===== config.mk =====
export PLATFORM = sky130hd
export DESIGN_NAME = vending_machine_flat
export DESIGN_NICKNAME = d
export VERILOG_FILES = /design/src/rtl/vending_machine_if.sv /design/src/rtl/vending_machine.sv /design/src/flat_wrapper.sv
export SDC_FILE = /design/constraint.sdc
export NUM_CORES = 1
export LEC_CHECK = 0
export ABC_AREA = 0
export ABC_CLOCK_PERIOD_IN_PS = 8900
export CAP_MARGIN = 20
export CORE_UTILIZATION = 35
export DETAILED_ROUTE_END_ITERATION = 8
export PLACE_DENSITY = 0.57
export REMOVE_ABC_BUFFERS = 1
export SLEW_MARGIN = 0
export SYNTH_ARGS = -nofsm -noshare
export SYNTH_HDL_FRONTEND = slang
export SYNTH_SLANG_ARGS = --single-unit
export TNS_END_PERCENT = 10

===== constraint.sdc =====
create_clock -name clk -period 8.9 [get_ports clk]
set_clock_uncertainty 0.05 [all_clocks]
set_input_delay 1.78 -clock clk [delete_from_list [all_inputs] [get_ports clk]]
set_output_delay 1.78 -clock clk [all_outputs]
set_load 0.05 [all_outputs]

===== src/rtl/vending_machine_if.sv =====
// Signal bundle between the coin/keypad front end, the vending controller and the actuators.
interface vending_machine_if #(
    parameter int NUM_ITEMS = 8,
    parameter int PRICE_W   = 8,
    parameter int INV_W     = 3,
    parameter int CREDIT_W  = 9
);
    logic [3:0]                   index;
    logic                         paymentMethod;
    logic [CREDIT_W-1:0]          creditBalance;
    logic                         nickel;
    logic                         dime;
    logic                         quarter;
    logic                         dollar;
    logic [NUM_ITEMS*PRICE_W-1:0] cost;
    logic                         cancel;
    logic [NUM_ITEMS*INV_W-1:0]   currentInventory;
    logic                         dispensed;
    logic [CREDIT_W-1:0]          change;
    logic [4:0]                   quart;
    logic [4:0]                   dim;
    logic [4:0]                   nick;

    modport master (
        output index, paymentMethod, creditBalance, nickel, dime, quarter, dollar,
               cost, cancel, currentInventory,
        input  dispensed, change, quart, dim, nick
    );

    modport slave (
        input  index, paymentMethod, creditBalance, nickel, dime, quarter, dollar,
               cost, cancel, currentInventory,
        output dispensed, change, quart, dim, nick
    );
endinterface


===== src/rtl/vending_machine.sv =====
// Eight-slot vending controller with coin and card payment and greedy change split.
// Optional macro VM_CANCEL_EN enables coin refund on cancel; otherwise cancel is ignored.
module vending_machine #(
    parameter int NUM_ITEMS = 8,
    parameter int PRICE_W   = 8,
    parameter int INV_W     = 3,
    parameter int CREDIT_W  = 9
) (
    input logic             clk,
    input logic             rst,
    vending_machine_if.slave bus
);
    // state   | meaning
    // IDLE    | no credit held; card vends allowed
    // COLLECT | coin credit held, waiting for enough to vend
    // VEND    | dispense (or refund) cycle, change amount registered
    // CHANGE  | change split into coin counts
    typedef enum logic [1:0] {IDLE, COLLECT, VEND, CHANGE} state_t;

    localparam int                  SLOT_W      = $clog2(NUM_ITEMS);
    localparam logic [3:0]          NUM_ITEMS_L = 4'(NUM_ITEMS);
    localparam logic [CREDIT_W-1:0] CREDIT_MAX  = '1;

    state_t              state;
    logic [CREDIT_W-1:0] credit;
    logic [INV_W-1:0]    stock [NUM_ITEMS];
    logic                armed;
    logic [3:0]          prev_index;
    logic                prev_method;

    logic [7:0]          coin_val;
    logic [CREDIT_W:0]   credit_sum;
    logic [CREDIT_W-1:0] credit_add;
    logic [CREDIT_W-1:0] coin_credit;
    logic [SLOT_W-1:0]   slot;
    logic                idx_valid;
    logic [PRICE_W-1:0]  price;
    logic [CREDIT_W-1:0] price_ext;
    logic [INV_W-1:0]    stock_cur;
    logic                in_stock;
    logic                arm_now;
    logic                coin_ok;
    logic                card_ok;
    logic                cancel_hit;
    logic [CREDIT_W-1:0] q_cnt;
    logic [CREDIT_W-1:0] rem25;
    logic [CREDIT_W-1:0] d_cnt;
    logic [CREDIT_W-1:0] rem10;
    logic [CREDIT_W-1:0] n_cnt;

    assign coin_val = (bus.nickel  ? 8'd5   : 8'd0) + (bus.dime   ? 8'd10  : 8'd0)
                    + (bus.quarter ? 8'd25  : 8'd0) + (bus.dollar ? 8'd100 : 8'd0);

    // Coins never exceed 140c per edge, so one extra bit is enough to detect overflow.
    assign credit_sum  = {1'b0, credit} + {{(CREDIT_W+1-8){1'b0}}, coin_val};
    assign credit_add  = credit_sum[CREDIT_W] ? CREDIT_MAX : credit_sum[CREDIT_W-1:0];
    assign coin_credit = {{(CREDIT_W-8){1'b0}}, coin_val};

    assign slot      = bus.index[SLOT_W-1:0];
    assign idx_valid = bus.index < NUM_ITEMS_L;
    assign price     = idx_valid ? bus.cost[slot*PRICE_W +: PRICE_W] : '0;
    assign price_ext = {{(CREDIT_W-PRICE_W){1'b0}}, price};
    assign stock_cur = stock[slot];
    assign in_stock  = idx_valid && (stock_cur != '0);

    // A card vend disarms until the selection or payment mode changes.
    assign arm_now = armed || (bus.index != prev_index) || (bus.paymentMethod != prev_method);
    assign coin_ok = bus.paymentMethod && in_stock && (credit >= price_ext);
    assign card_ok = !bus.paymentMethod && (state == IDLE) && arm_now && in_stock
                     && (bus.creditBalance >= price_ext);

`ifdef VM_CANCEL_EN
    assign cancel_hit = bus.cancel && (credit != '0);
`else
    logic unused_cancel;
    assign cancel_hit    = 1'b0;
    assign unused_cancel = bus.cancel;
`endif

    assign q_cnt = bus.change / CREDIT_W'(25);
    assign rem25 = bus.change % CREDIT_W'(25);
    assign d_cnt = rem25 / CREDIT_W'(10);
    assign rem10 = rem25 % CREDIT_W'(10);
    assign n_cnt = rem10 / CREDIT_W'(5);

    always_ff @(posedge clk) begin
        if (rst) begin
            state         <= IDLE;
            credit        <= '0;
            armed         <= 1'b1;
            prev_index    <= bus.index;
            prev_method   <= bus.paymentMethod;
            bus.dispensed <= 1'b0;
            bus.change    <= '0;
            bus.quart     <= '0;
            bus.dim       <= '0;
            bus.nick      <= '0;
            for (int i = 0; i < NUM_ITEMS; i++)
                stock[i] <= bus.currentInventory[i*INV_W +: INV_W];
        end else begin
            prev_index    <= bus.index;
            prev_method   <= bus.paymentMethod;
            armed         <= arm_now;
            bus.dispensed <= 1'b0;
            case (state)
                IDLE, COLLECT: begin
                    if (cancel_hit) begin
                        bus.change <= credit_add;
                        credit     <= '0;
                        state      <= VEND;
                    end else if (coin_ok) begin
                        bus.dispensed <= 1'b1;
                        bus.change    <= credit - price_ext;
                        stock[slot]   <= stock_cur - INV_W'(1);
                        credit        <= coin_credit;
                        state         <= VEND;
                    end else if (card_ok) begin
                        bus.dispensed <= 1'b1;
                        bus.change    <= '0;
                        stock[slot]   <= stock_cur - INV_W'(1);
                        credit        <= coin_credit;
                        armed         <= 1'b0;
                        state         <= VEND;
                    end else begin
                        credit <= credit_add;
                        state  <= (credit_add != '0) ? COLLECT : IDLE;
                    end
                end
                VEND: begin
                    bus.quart <= q_cnt[4:0];
                    bus.dim   <= d_cnt[4:0];
                    bus.nick  <= n_cnt[4:0];
                    credit    <= credit_add;
                    state     <= CHANGE;
                end
                CHANGE: begin
                    credit <= credit_add;
                    state  <= (credit_add != '0) ? COLLECT : IDLE;
                end
                default: state <= IDLE;
            endcase
        end
    end
endmodule


===== src/flat_wrapper.sv =====
// flat-port wrapper written by rule: the top's interface ports become plain ports
module vending_machine_flat 
#(
    parameter int NUM_ITEMS = 8,
    parameter int PRICE_W   = 8,
    parameter int INV_W     = 3,
    parameter int CREDIT_W  = 9
)
  (clk, rst, bus_index, bus_paymentMethod, bus_creditBalance, bus_nickel, bus_dime, bus_quarter, bus_dollar, bus_cost, bus_cancel, bus_currentInventory, bus_dispensed, bus_change, bus_quart, bus_dim, bus_nick);
  vending_machine_if #(.NUM_ITEMS(NUM_ITEMS), .PRICE_W(PRICE_W), .INV_W(INV_W), .CREDIT_W(CREDIT_W)) bus_i ();
  input logic clk;
  input logic rst;
  input wire logic [$bits(bus_i.index)-1:0] bus_index;
  input wire logic [$bits(bus_i.paymentMethod)-1:0] bus_paymentMethod;
  input wire logic [$bits(bus_i.creditBalance)-1:0] bus_creditBalance;
  input wire logic [$bits(bus_i.nickel)-1:0] bus_nickel;
  input wire logic [$bits(bus_i.dime)-1:0] bus_dime;
  input wire logic [$bits(bus_i.quarter)-1:0] bus_quarter;
  input wire logic [$bits(bus_i.dollar)-1:0] bus_dollar;
  input wire logic [$bits(bus_i.cost)-1:0] bus_cost;
  input wire logic [$bits(bus_i.cancel)-1:0] bus_cancel;
  input wire logic [$bits(bus_i.currentInventory)-1:0] bus_currentInventory;
  output wire logic [$bits(bus_i.dispensed)-1:0] bus_dispensed;
  output wire logic [$bits(bus_i.change)-1:0] bus_change;
  output wire logic [$bits(bus_i.quart)-1:0] bus_quart;
  output wire logic [$bits(bus_i.dim)-1:0] bus_dim;
  output wire logic [$bits(bus_i.nick)-1:0] bus_nick;
  assign bus_i.index = bus_index;
  assign bus_i.paymentMethod = bus_paymentMethod;
  assign bus_i.creditBalance = bus_creditBalance;
  assign bus_i.nickel = bus_nickel;
  assign bus_i.dime = bus_dime;
  assign bus_i.quarter = bus_quarter;
  assign bus_i.dollar = bus_dollar;
  assign bus_i.cost = bus_cost;
  assign bus_i.cancel = bus_cancel;
  assign bus_i.currentInventory = bus_currentInventory;
  assign bus_dispensed = bus_i.dispensed;
  assign bus_change = bus_i.change;
  assign bus_quart = bus_i.quart;
  assign bus_dim = bus_i.dim;
  assign bus_nick = bus_i.nick;
  vending_machine #(.NUM_ITEMS(NUM_ITEMS), .PRICE_W(PRICE_W), .INV_W(INV_W), .CREDIT_W(CREDIT_W)) u_core (.clk(clk), .rst(rst), .bus(bus_i));
endmodule

==> out/results.txt <==
Outcome -> complete, no violations
DR vias -> 6,972
Commonest non-fill, non-tap cells in the layout -> clkdlybuf4s50_1, buf_4, nor2_1
Finished Core Util -> 47.7%
N_diodes -> 0
Final max-slew violation count -> 0
Startpoint class of the critical path -> flip-flop
CTS buffer count -> 9
Iter 0 DRT Violations -> 497
Remaining Overflow, GRT -> 0
Minimum clock period -> 8310 ps
Top cell by count, worst path -> ha_1
Syn Inst Count -> 836
Post-synthesis sequential area ratio -> 22.6%
Worst r2r src -> u_core.bus.change[8]$_SDFFE_PP0P_
Area Overhead vs Synth -> 33.9%
Routed WL -> 20,900 um
Peak VDD IR -> 0.118 mV
RSZ-0062 raised after global routing -> no
Synth Area per Inst -> 8.27 sq um
Vias/cell -> 5.46
Global-route wire length before repair -> 33,700 um
Critical R2R Capture -> u_core.bus.nick[0]$_SDFFE_PP0P_
# fillers -> 1,952
Slowest CP cell -> dfxtp_1
Lkg Pwr -> 0.00357 uW
Sink Count -> 66
Critical Path RT -> 9060 ps
Synth Flop Type -> dfxtp_1
F_max -> 120 MHz
Die H -> 143 um
Critical Setup Path Class -> flip-flop to flip-flop
Antenna violations before repair -> 0
Total GRT Usage -> 20.9%
IO Pins -> 134
Clock-pin transition on the worst setup and hold timing paths -> 60 ps
CTS tree -> done
HPWL after detailed placement -> 16,300 um
Final #Nets -> 1,162
Clock Path Buffers -> 2
Netlist Area Pre-Place -> 6910 sq um
DR pass1 iterations -> 5
Max H-tree Level -> 3
Row cnt -> 51
Initial Util -> 35.6%
I/O Buffers -> 132
CP arrival -> 8470 ps
R2R Setup Slk -> 590 ps
Final setup TNS -> 0 ps
Netlist cell types -> 95
Largest stage delay, worst path -> 480 ps
Chip Width -> 143 um
Post-CTS Setup Bufs -> 0
Max-cap violations -> 0
Worst slew pin tran -> 690 ps
Crit-path max FO -> 12
Synth warn -> 0
Area of the die -> 20,300 sq um
WL/cell -> 16.3 um
Hold Startpoint -> u_core.bus.dim[4]$_SDFFE_PP0P_
FF+latch count, synth -> 66
Clock Tree Root -> clkbuf_16
Final Cycle Share -> 93.4%
HP Class -> flip-flop to flip-flop
Reg2reg path depth -> 36
Most common cell after layout, fill and taps aside -> clkdlybuf4s50_1
Final Hold Violating Endpoints -> 0
Share of the synthesized area in the top cell type -> 12.2%
Vias in the first global route -> 6,616
Max_slew headroom -> 52.7%
Post-DRT Antenna Nets -> 0
Ys async rst share -> 0%
Worst setup path endpoint -> u_core.bus.nick[0]$_SDFFE_PP0P_
Placeable Area -> 19,400 sq um
Clock latency on the worst-skew pair -> 350 ps
Final setup viols -> 0
Drt drc -> 0
Element type at the critical path end -> flip-flop
EDFF count, synth -> 24
Cell Pwr Density -> 178 nW/um^2
Gpl congestion -> 0.869
CP Launch Point -> u_core.bus.change[8]$_SDFFE_PP0P_
Largest net degree at the start of global routing -> 30
Largest area contributor in the netlist -> dfxtp_1
Share of cells above drive strength 1 -> 17.3%
Top cells by area, synth -> dfxtp_1, edfxtp_1, ha_1
==> kinds of logic (layout without fill, tap and decap cells) <==
group,after synthesis,count (layout),synth area share [%]
adder cells (fa/ha/maj),46,46,8.52
XOR/XNOR,32,32,4.16
buffers and inverters,81,258,5.03
multiplexers,45,45,8.83
AND/OR/NAND/NOR,287,287,21.9
AO/OA/AOI/OAI,279,279,29.0
flip-flops,66,66,22.6
==> layout make-up <==
type	count	area (sq um)	share of cell area (%)
clock buffer	9	225	2.43
inverter	32	120	1.30
sequential	66	1570	17.0
tap	265	332	3.58
clock inverter	7	77.6	0.838
multi-input combinational	689	5030	54.4
timing repair buffer	210	1900	20.5
==> through the flow <==
step                instance area (sq um)  total power [uW]  worst slack [ps]  std cells  hold slack, ps
floorplan                            6690               970               268        787             454
global placement                     8920              1270               469       1262             390
detailed placement                   8920              1270               427       1262             397
CTS                                  9230              1650               379       1278             404
global route                         9260              1760              19.4       1278             434
finish                               9260              1650               591       1278             400
==> Yosys cell counts, types with 6 or more instances <==
| library cell | number |
|---|---|
| xnor2_1 | 24 |
| nor4_1 | 6 |
| ha_1 | 43 |
| clkbuf_1 | 24 |
| buf_2 | 13 |
| inv_1 | 29 |
| nand3_1 | 18 |
| a31oi_1 | 8 |
| nand2b_1 | 13 |
| a221oi_1 | 6 |
| nor2_1 | 73 |
| mux2_2 | 18 |
| o21bai_1 | 11 |
| mux2i_1 | 16 |
| nor3_1 | 21 |
| and2_1 | 15 |
| edfxtp_1 | 24 |
| o31ai_1 | 15 |
| o21a_1 | 6 |
| xor2_1 | 7 |
| a22o_1 | 6 |
| o211ai_1 | 7 |
| o22ai_1 | 8 |
| a22oi_1 | 10 |
| nor2b_1 | 18 |
| a21o_1 | 12 |
| mux4_2 | 10 |
| dfxtp_1 | 42 |
| nand2_1 | 65 |
| a21oi_1 | 44 |
| or2_2 | 9 |
| o21ai_0 | 58 |
| a211oi_1 | 17 |
| and3_1 | 6 |
| or3_1 | 8 |
| a311oi_1 | 10 |
| nand3b_1 | 7 |
==> worst min-delay path by stage <==
| stage | endpoint | cells after the start | slack, ps |
|---|---|---|---|
| 2_1_floorplan | u_core.armed$_SDFF_PP1_ | 3 | 450 |
| 3_3_place_gp | u_core.bus.dim[4]$_SDFFE_PP0P_ | 2 | 390 |
| 3_5_place_dp | u_core.bus.dim[4]$_SDFFE_PP0P_ | 2 | 400 |
| 4_1_cts | u_core.bus.dim[4]$_SDFFE_PP0P_ | 2 | 400 |
| 5_1_grt | u_core.bus.dim[4]$_SDFFE_PP0P_ | 2 | 430 |
| 6_report | u_core.bus.dim[4]$_SDFFE_PP0P_ | 2 | 400 |
==> power breakdown <==
group          leakage [uW]  internal, uW  switching, uW  total, uW
Clock              0.000146           219            154        373
Sequential         0.000582           354           28.5        383
Combinational       0.00284           414            479        892
Total               0.00357           987            661       1650
==> what timing repair did <==
item / in CTS / in global routing
hold buffers: 0 / 0
gates resized for setup: 0 / 8
setup endpoints to repair: 0 / 1
==> flip-flops by register name, summed over array words and instances (netlist names), 2 cells and up <==
name and cells:
u_core.prev_index 4, u_core.credit 9, u_core.bus.change 9, u_core.bus.nick 5, u_core.stock 24, u_core.state 2, u_core.bus.quart 5, u_core.bus.dim 5
==> layer usage <==
metal  share of wire (%)  GRT usage [%]  vias to the layer above
met1                  46           27.8                     3206
met5                   0              0                        -
met3                 6.1           4.14                       17
met4                 1.0           4.30                        0
met2                  46           35.0                      238
li1                    -              -                     3511
==> worst max-delay path: cells and delay by family (launching register included) <==
family / cells / cell delay (ps)
and+or+nand+nor: 9 / 1690
muxes: 1 / 370
xor gates and xnor gates: 2 / 610
buffers and inverters: 6 / 850
AOI/OAI and AO/OA: 13 / 3030
DFF: 1 / 480
adders and majority gates: 5 / 1100
Power figures use the tool's default switching activity.
